--- src/rtl/arm_lsu.sv ---
// Load/store unit: byte/half/word/dword accesses with little-endian lane steering,
// load extension, optional two-beat split of bus-word-crossing accesses, valid/ready waits.
module arm_lsu #(
  parameter int unsigned DATA_W      = 32,
  parameter int unsigned ADDR_W      = 32,
  parameter bit          ALIGN_SPLIT = 1'b1
) (
  input  logic              clk,
  input  logic              reset,
  input  logic              req_valid,
  output logic              req_ready,
  input  logic              req_write,
  input  logic [1:0]        req_size,
  input  logic              req_signed,
  input  logic [ADDR_W-1:0] req_addr,
  input  logic [DATA_W-1:0] req_wdata,
  output logic              resp_valid,
  output logic [DATA_W-1:0] resp_rdata,
  output logic              resp_err,
  output logic              mem_req,
  output logic              mem_we,
  output logic [ADDR_W-1:0] mem_addr,
  output logic [DATA_W/8-1:0] mem_be,
  output logic [DATA_W-1:0] mem_wdata,
  input  logic              mem_ready,
  input  logic [DATA_W-1:0] mem_rdata
);

  localparam int          NB  = DATA_W / 8;
  localparam int          OW  = $clog2(NB);
  localparam logic [4:0]  NB5 = 5'(NB);

  typedef enum logic [1:0] {StIdle, StBeat0, StBeat1, StResp} state_e;

  state_e              state_q, state_d;
  logic                write_q, write_d;
  logic                signed_q, signed_d;
  logic                err_q, err_d;
  logic [1:0]          size_q, size_d;
  logic [ADDR_W-1:0]   addr_q, addr_d;
  logic [DATA_W-1:0]   wdata_q, wdata_d;
  logic [2*DATA_W-1:0] raw_q, raw_d;

  // Request decode for the legality check at accept time.
  logic [OW-1:0] req_off;
  logic [4:0]    req_sz, req_end;
  logic          req_illegal;

  assign req_off     = req_addr[OW-1:0];
  assign req_sz      = 5'd1 << req_size;
  assign req_end     = 5'(req_off) + req_sz;
  assign req_illegal = (req_sz > NB5) || (!ALIGN_SPLIT && (req_end > NB5));

  // Latched access geometry.
  logic [OW-1:0]       off_q;
  logic [4:0]          sz_q, end_q;
  logic                crosses;
  logic [2*NB-1:0]     span;
  logic [2*DATA_W-1:0] span_bits;
  logic [2*DATA_W-1:0] wide_w;
  logic [ADDR_W-1:0]   base;

  assign off_q   = addr_q[OW-1:0];
  assign sz_q    = 5'd1 << size_q;
  assign end_q   = 5'(off_q) + sz_q;
  assign crosses = end_q > NB5;
  // Lanes touched across both beats: low half is beat 0, high half is beat 1.
  assign span    = ~({2*NB{1'b1}} << sz_q) << off_q;
  assign wide_w  = {{DATA_W{1'b0}}, wdata_q} << {off_q, 3'b000};
  assign base    = {addr_q[ADDR_W-1:OW], {OW{1'b0}}};

  always_comb begin
    span_bits = '0;
    for (int i = 0; i < 2 * NB; i++) begin
      span_bits[8*i +: 8] = {8{span[i]}};
    end
  end

  // Load assembly: collected lanes shifted down to byte 0, then extended.
  logic [2*DATA_W-1:0] raw_sh;
  logic [DATA_W-1:0]   asm_data, ext_data;
  logic                sign_bit;

  always_comb begin
    raw_sh   = raw_q >> {off_q, 3'b000};
    asm_data = raw_sh[DATA_W-1:0];
    sign_bit = 1'b0;
    for (int b = 0; b < NB; b++) begin
      if (sz_q == 5'(b + 1)) sign_bit = asm_data[8*b+7];
    end
    ext_data = asm_data;
    for (int b = 0; b < NB; b++) begin
      if (5'(b) >= sz_q) ext_data[8*b +: 8] = {8{sign_bit & signed_q}};
    end
  end

  always_comb begin
    state_d    = state_q;
    write_d    = write_q;
    signed_d   = signed_q;
    err_d      = err_q;
    size_d     = size_q;
    addr_d     = addr_q;
    wdata_d    = wdata_q;
    raw_d      = raw_q;
    req_ready  = 1'b0;
    resp_valid = 1'b0;
    resp_err   = 1'b0;
    resp_rdata = '0;
    mem_req    = 1'b0;
    mem_we     = 1'b0;
    mem_addr   = '0;
    mem_be     = '0;
    mem_wdata  = '0;
    unique case (state_q)
      StIdle: begin
        req_ready = !reset;
        if (req_valid) begin
          write_d  = req_write;
          signed_d = req_signed;
          size_d   = req_size;
          addr_d   = req_addr;
          wdata_d  = req_wdata;
          err_d    = req_illegal;
          raw_d    = '0;
          state_d  = req_illegal ? StResp : StBeat0;
        end
      end
      StBeat0: begin
        mem_req   = 1'b1;
        mem_we    = write_q;
        mem_addr  = base;
        mem_be    = span[NB-1:0];
        mem_wdata = wide_w[DATA_W-1:0];
        if (mem_ready) begin
          if (!write_q) raw_d[DATA_W-1:0] = mem_rdata & span_bits[DATA_W-1:0];
          state_d = crosses ? StBeat1 : StResp;
        end
      end
      StBeat1: begin
        mem_req   = 1'b1;
        mem_we    = write_q;
        mem_addr  = base + ADDR_W'(NB);
        mem_be    = span[2*NB-1:NB];
        mem_wdata = wide_w[2*DATA_W-1:DATA_W];
        if (mem_ready) begin
          if (!write_q) raw_d[2*DATA_W-1:DATA_W] = mem_rdata & span_bits[2*DATA_W-1:DATA_W];
          state_d = StResp;
        end
      end
      StResp: begin
        resp_valid = 1'b1;
        resp_err   = err_q;
        resp_rdata = (write_q || err_q) ? '0 : ext_data;
        state_d    = StIdle;
      end
      default: state_d = StIdle;
    endcase
  end

  always_ff @(posedge clk) begin
    if (reset) begin
      state_q  <= StIdle;
      write_q  <= 1'b0;
      signed_q <= 1'b0;
      err_q    <= 1'b0;
      size_q   <= '0;
      addr_q   <= '0;
      wdata_q  <= '0;
      raw_q    <= '0;
    end else begin
      state_q  <= state_d;
      write_q  <= write_d;
      signed_q <= signed_d;
      err_q    <= err_d;
      size_q   <= size_d;
      addr_q   <= addr_d;
      wdata_q  <= wdata_d;
      raw_q    <= raw_d;
    end
  end

endmodule

--- config.mk ---
export PLATFORM = sky130hd
export DESIGN_NAME = arm_lsu
export DESIGN_NICKNAME = d
export VERILOG_FILES = /design/src/rtl/arm_lsu.sv
export SDC_FILE = /design/constraint.sdc
export NUM_CORES = 1
export LEC_CHECK = 0
export ABC_AREA = 1
export BUFFER_PORTS_ARGS = -buffer_cell sky130_fd_sc_hd__buf_2
export CELL_PAD_IN_SITES_DETAIL_PLACEMENT = 2
export CELL_PAD_IN_SITES_GLOBAL_PLACEMENT = 2
export CORE_ASPECT_RATIO = 0.7
export CORE_MARGIN = 2
export CORE_UTILIZATION = 24
export CTS_CLUSTER_SIZE = 16
export DETAILED_ROUTE_END_ITERATION = 10
export GPL_TIMING_DRIVEN = 0
export PLACE_DENSITY = 0.74
export SETUP_SLACK_MARGIN = 0.15
export SLEW_MARGIN = 15
export SYNTH_ARGS = -nofsm -noshare
export SYNTH_HDL_FRONTEND = slang
export SYNTH_SLANG_ARGS = --single-unit
--- constraint.sdc ---
create_clock -name clk -period 2 [get_ports clk]
set_input_delay 0.4 -clock clk [delete_from_list [all_inputs] [get_ports clk]]
set_output_delay 0.4 -clock clk [all_outputs]
set_load 0.01 [all_outputs]
==> results of run 1 <==
-- Yosys cell counts (all sizes together) (2+ instances only) --
cell / number
nand2: 366
a31oi: 26
clkbuf: 42
nor3: 5
a22oi: 7
nand3: 38
ha: 7
buf: 35
nand4: 8
o211ai: 3
nor2: 195
o22ai: 3
a21oi: 158
o21ai: 182
o21bai: 2
inv: 83
or2: 8
dfxtp: 127
-- layer usage --
layer	wire, um	track usage, %	vias up
met5	0	0	-
met4	3320	12.0	0
met3	6060	6.08	239
met2	30000	47.6	814
met1	26500	42.4	6155
li1	-	-	5004
-- power groups by stage --
stage,Combinational [mW],Sequential [mW],Clock (mW)
global route,12.3,4.14,3.42
floorplan,3.78,3.49,0
detailed placement,6.16,3.77,0
global placement,5.98,3.74,0
finish,12.0,4.14,3.34
CTS,9.06,3.86,3.16
-- metrics by stage --
step	TNS, ps	utilization (%)	setup WS [ps]	hold slack [ps]
floorplan	0	-	143	439
CTS	-34600	38.2	-413	182
finish	-48940	43.1	-692	195
global placement	-39490	29.5	-637	454
global route	-53080	43.1	-714	207
detailed placement	-44640	29.5	-667	459
-- worst max-delay path by stage --
| stage | slack, ps | end | startpoint | cells past startpoint |
|---|---|---|---|---|
| floorplan | 140 | mem_wdata[2] | state_q[1]$_SDFFE_PP0P_ | 7 |
| global placement | -640 | mem_addr[10] | state_q[0]$_SDFFE_PP0P_ | 9 |
| detailed placement | -670 | mem_wdata[31] | state_q[1]$_SDFFE_PP0P_ | 8 |
| CTS | -410 | mem_addr[26] | state_q[0]$_SDFFE_PP0P_ | 9 |
| global route | -710 | resp_rdata[10] | addr_q[0]$_SDFFE_PP0P_ | 10 |
| finish | -690 | resp_rdata[10] | addr_q[0]$_SDFFE_PP0P_ | 10 |
-- registers in the layout (all words and copies together) (netlist names) --
name and flops:
raw_q 56, addr_q 32, wdata_q 32, size_q 2, state_q 2, err_q 1, signed_q 1, write_q 1
-- critical path, cell delays in order (launching register included) --
cell and delay [ps]:
sky130_fd_sc_hd__dfxtp_4 430, sky130_fd_sc_hd__buf_12 170, sky130_fd_sc_hd__nand2_2 80, sky130_fd_sc_hd__nand3_2 80, sky130_fd_sc_hd__nand2_2 90, sky130_fd_sc_hd__a21oi_2 180
sky130_fd_sc_hd__buf_4 150, sky130_fd_sc_hd__o21ai_4 80, sky130_fd_sc_hd__buf_12 180, sky130_fd_sc_hd__nor2_1 170, sky130_fd_sc_hd__buf_2 180
-- kinds of logic (layout without fill, tap and decap cells) --
| logic type | Yosys count | after routing | share of synthesized area (%) |
|---|---|---|---|
| flops | 127 | 127 | 32.4 |
| other cells | 1 | 3 | 0.0478 |
| compound gates | 386 | 386 | 25.9 |
| simple gates | 621 | 621 | 31.8 |
| fa+ha+maj | 8 | 8 | 1.37 |
| buf+inv | 161 | 519 | 8.46 |
-- repair_timing --
| item | in CTS | in global routing |
|---|---|---|
| pin swaps | 60 | 80 |
| gates resized for setup | 473 | 332 |
| setup endpoints to repair | 194 | 202 |
| setup buffers | 55 | 53 |
| cloned | 12 | 1 |
-- layout make-up --
cell class	count	share of cell area, %
repair buffers	324	17.9
well taps	427	3.84
flip-flops and latches	127	19.0
diodes	1	0.0180
clock buffers	18	3.16
repair inverters	2	0.171
clock inverters	14	0.944
multi-input cells	1017	46.0
inverters	84	2.97
plain buffers	77	6.03
==> out/qor.yml, run 1 <==
clock_insertion_delay_worst_skew_ps: 470
clock_path_buffers: 2
yosys_warnings: 0
remaining_drc_errors: 0
post_cts_hold_buffer_count: 0
sort_of_element_at_the_end_of_the_critical_path: "output port"
vias: 12200
timing.hold.worst_path_depth: 3
drtAntennaViolNets: 0
sw_power_mw: 10.1
areaGrowthSynthToFinish_pct: 77.5
synthArstFlopShare_pct: 0
worst_ep_required_ps: 1600
power_leakage_nw: 5.62
crit_arrival_ps: 2290
antenna_found_initial: 0
max_slew.worst_pin.slew_ps: 799
yosysUniqueCellTypes: 39
routabilityCongestion: 0.904
die_x_um: 220
final.period_utilization_pct: 135
fmaxAchievable_mhz: 372
grt_util_all_layers_pct: 30.9
final_cells: 2091
irDropWorstVdd_uv: 705
synth.ff_latch_count: 127
finalMaxSlewViolations: 0
grt_max_degree: 17
yosys.area.top_type: "sky130_fd_sc_hd__dfxtp_1"
wl_per_cell_um: 31.5
grt.overflow.total: 0
finalWorstSetupSlack_ps: -692
synth_sequential_area_ratio_pct: 32.4
grt_pass1_wl_um: 77900
placedCellCount: 1937
nFillCells: 3609
final_cell_area_mm2: 0.0139
synth_top_area_share_pct: 32.4
detailedRoute.firstIterationViolations: 1113
critPathMaxFanout: 7
combPwrFrac_pct: 61.5
worst_clock_skew_ps: 20.7
timing.max_slew.rel_slack_pct: 46.8
cts_sinks: 127
setup-violations-final: 122
top_level_ports: 209
num_rows: 55
power.sequential.fraction_pct: 21.3
most-common-layout-cells: "sky130_fd_sc_hd__nand2_1 (268), sky130_fd_sc_hd__buf_2 (174), sky130_fd_sc_hd__nor2_1 (121), sky130_fd_sc_hd__o21ai_0 (105), sky130_fd_sc_hd__dfxtp_1 (95)"
initial_core_util_pct: 24.3
post_drt_via_cell_ratio: 5.84
min-delay-start: "req_wdata[12]"
average_size_of_a_mapped_cell_um2: 6.01
worst_r2r_startpoint: "size_q[1]$_SDFFE_PP0P_"
placement.io_buffers: 205
fin_nets: 1762
totalWireLength_um: 65900
layout_commonest_cell: "sky130_fd_sc_hd__nand2_1"
synth.cell_area_mm2: 0.00784
clkTransAtPathRegs_ps: 80
run_status: "finished with violations"
power.internal_mw: 9.34
violations: "negative setup slack"
tritoncts.num_buffers: 17
worstSetupPathType: "register to output port"
min_delay_worst_endpoint: "wdata_q[12]$_SDFFE_PP0P_"
grt_setup_unrepaired: "true"
total_area_of_multi_input_combinational_cells_mm2: 0.00640
max_cap_viol_count: 0
synth_enable_flop_cells: 0
tritoncts: "built"
seqCellArea_mm2: 0.00264
placed_instance_area_mm2: 0.00952
synthCells: 1304
core_area_mm2: 0.0323
totalPowerFinal_mw: 19.4
detailedRoute.firstPassIterationCount: 5
die_h_um: 155
timing.hold.worst.class: "input pin to register"
finalWorstPathRequiredPeriod_ps: 2690
power_switching_share_pct: 52.0
place_hpwl_um: 34300
die-area_mm2: 0.0342
worstRegToRegCells: 10
synth_ff_type: "sky130_fd_sc_hd__dfxtp_1"
worstSetupStartpointType: "register"
r2r_slack_ps: -380
cts_htree_levels: 4
ctsRootBufferMaster: "sky130_fd_sc_hd__clkbuf_16"
synth.area.top_cells: "sky130_fd_sc_hd__dfxtp_1 (32%), sky130_fd_sc_hd__nand2_1 (17%), sky130_fd_sc_hd__o21ai_0 (11%), sky130_fd_sc_hd__a21oi_1 (10%), sky130_fd_sc_hd__nor2_1 (9.0%)"
hold_viol_final: 0
clockPowerShare_pct: 17.2
powerDensity_mw_per_mm2: 1400
r2r_endpoint: "state_q[0]$_SDFFE_PP0P_"
first_global_vias: 12100
drive_gt1_share_pct: 48.9
No activity file was read; power rests on OpenSTA's default activity.
==> run 2, diff against run 1 <==
Settings changed: PLACE_DENSITY 0.74 to 0.85.
==> out/qor.yml, run 2 (synthesis results as in run 1) <==
run_status: "finished with violations"
violations: "negative setup slack"
routabilityCongestion: 0.894
critPathLaunch: "addr_q[0]$_SDFFE_PP0P_"
areaGrowthSynthToFinish_pct: 90.0
place_hpwl_um: 34600
tritoncts.num_buffers: 17
final_cell_area_mm2: 0.0149
cts_htree_levels: 4
worst_r2r_startpoint: "addr_q[1]$_SDFFE_PP0P_"
timing.hold.worst.class: "input pin to register"
setup-tns-final_ps: -57870
clkTransAtPathRegs_ps: 80
die-area_mm2: 0.0342
irDropWorstVdd_uv: 668
timing.max_slew.rel_slack_pct: 40.1
r2r_slack_ps: -280
vias: 13200
grt.overflow.total: 0
grt_pass1_wl_um: 88400
placement.io_buffers: 205
num_rows: 55
sw_power_mw: 11.3
core_area_mm2: 0.0323
cts_sinks: 127
first_global_vias: 12800
antenna_found_initial: 7
die_h_um: 155
remaining_drc_errors: 0
crit_arrival_ps: 2330
cp_slowest_stage_delay_ps: 430
wl_per_cell_um: 36.0
finalWorstSetupSlack_ps: -732
max_slew.worst_pin.slew_ps: 898
grt_util_all_layers_pct: 35.5
power.internal_mw: 10.2
r2r_endpoint: "state_q[0]$_SDFFE_PP0P_"
worstSetupPathType: "register to output port"
clock_insertion_delay_worst_skew_ps: 480
power.sequential.fraction_pct: 19.7
placed_instance_area_mm2: 0.00952
whs_ps: 194
power_leakage_nw: 5.99
crit_path_cell_trace: "buf_6 -> buf_16 -> nand2_8 -> nand3_4 -> nand3_2 -> nand2_2 -> nand2_2 -> nand2_4 -> nand2_8 -> buf_6 -> nor2_1 -> buf_2"
final.period_utilization_pct: 137
critPathMaxFanout: 7
hold_viol_final: 0
top_level_ports: 209
worstSetupStartpointType: "register"
min-delay-start: "mem_rdata[27]"
fin_nets: 1789
ctsRootBufferMaster: "sky130_fd_sc_hd__clkbuf_16"
most-common-layout-cells: "sky130_fd_sc_hd__nand2_1 (246), sky130_fd_sc_hd__buf_2 (174), sky130_fd_sc_hd__nor2_1 (115), sky130_fd_sc_hd__o21ai_0 (98)"
grt_setup_unrepaired: "true"
clock_path_buffers: 2
finalWorstPathRequiredPeriod_ps: 2730
largest_register: "raw_q"
setup-violations-final: 153
worst_ep_required_ps: 1600
crit_path_top_delay_cell: "sky130_fd_sc_hd__dfxtp_4"
detailedRoute.firstIterationViolations: 1357
power_switching_share_pct: 52.5
clockPowerShare_pct: 16.9
fmaxAchievable_mhz: 366
endpoint: "resp_rdata[27]"
grt_max_degree: 17
nFillCells: 3525
largest_reg_flops: 56
max_cap_viol_count: 0
finalMaxSlewViolations: 0
die_x_um: 220
tritoncts: "built"
post_cts_hold_buffer_count: 0
totalWireLength_um: 76200
drtAntennaViolNets: 0
worstRegToRegCells: 12
biggestRegsByFlops: "raw_q (56), addr_q (32), wdata_q (32)"
totalPowerFinal_mw: 21.5
detailedRoute.firstPassIterationCount: 6
powerDensity_mw_per_mm2: 1440
worst_clock_skew_ps: 18.4
seqCellArea_mm2: 0.00264
initial_core_util_pct: 24.3
final_util_pct: 46.2
drive_gt1_share_pct: 52.4
layout_commonest_cell: "sky130_fd_sc_hd__nand2_1"
sort_of_element_at_the_end_of_the_critical_path: "output port"
combPwrFrac_pct: 63.3
total_area_of_multi_input_combinational_cells_mm2: 0.00697
post_drt_via_cell_ratio: 6.23
run 2: cell count changes in the layout (fill, tap and decap cells not counted), moves of 8 or more:
cell / change
sky130_fd_sc_hd__o21ai_4: +13
sky130_fd_sc_hd__nand2_4: +10
sky130_fd_sc_hd__nand2_1: -22
sky130_fd_sc_hd__clkbuf_16: +9
sky130_fd_sc_hd__a21oi_4: +10
sky130_fd_sc_hd__buf_4: +11
sky130_fd_sc_hd__nand2_2: +10
sky130_fd_sc_hd__nor2_4: +8
run 2: critical path: cells and delay by family, from the launching register on:
family / cells / cell delay (ps)
simple gates: 8 / 790
buf+inv: 4 / 620
flops: 1 / 430
run 2: layer usage:
metal  part of all wire, %  vias to the layer above  GRT usage (%)
met5                 0.071                        -              0
met4                   8.3                        8           15.2
met3                    11                      468           11.0
met2                    44                     1134           56.5
met1                    37                     6515           44.3
li1                      -                     5068              -
run 2: how the worst min path moves through the flow:
| stage | endpoint | slack (ps) | depth (start not counted) |
|---|---|---|---|
| 2_1_floorplan | wdata_q[17]$_SDFFE_PP0P_ | 440 | 2 |
| 3_3_place_gp | raw_q[40]$_SDFFE_PP0P_ | 450 | 2 |
| 3_5_place_dp | raw_q[21]$_SDFFE_PP0P_ | 460 | 2 |
| 4_1_cts | raw_q[28]$_SDFFE_PP0P_ | 200 | 3 |
| 5_1_grt | raw_q[27]$_SDFFE_PP0P_ | 190 | 3 |
| 6_report | raw_q[27]$_SDFFE_PP0P_ | 190 | 3 |
run 2: final cells by class:
cell class / count / area share, %
multi-input cells: 1018 / 46.8
repair buffers: 350 / 18.8
flip-flops and latches: 127 / 17.7
plain buffers: 77 / 5.91
well taps: 427 / 3.58
clock buffers: 19 / 2.97
inverters: 84 / 2.89
clock inverters: 12 / 1.21
repair inverters: 2 / 0.143
diodes: 3 / 0.0504
run 2: power groups by stage:
stage	registers, mW	logic, mW	clock network [mW]
final	4.24	13.6	3.65
after global routing	4.22	13.8	3.73
after CTS	3.84	9.68	3.46
after detailed placement	3.78	6.13	0
after global placement	3.74	5.88	0
after floorplan	3.49	3.78	0
run 2: repair_timing:
action                     4_1_cts  5_1_grt
pin swaps                       77      115
gates resized for setup        521      417
setup endpoints to repair      195      207
buffers inserted                74       55
gates cloned                    13        7
run 2: through the flow:
step / cells / setup WS [ps]
after floorplan: 1305 / 143
after global placement: 1937 / -559
after detailed placement: 1937 / -652
after CTS: 2055 / -421
after global routing: 2118 / -736
final: 2119 / -732
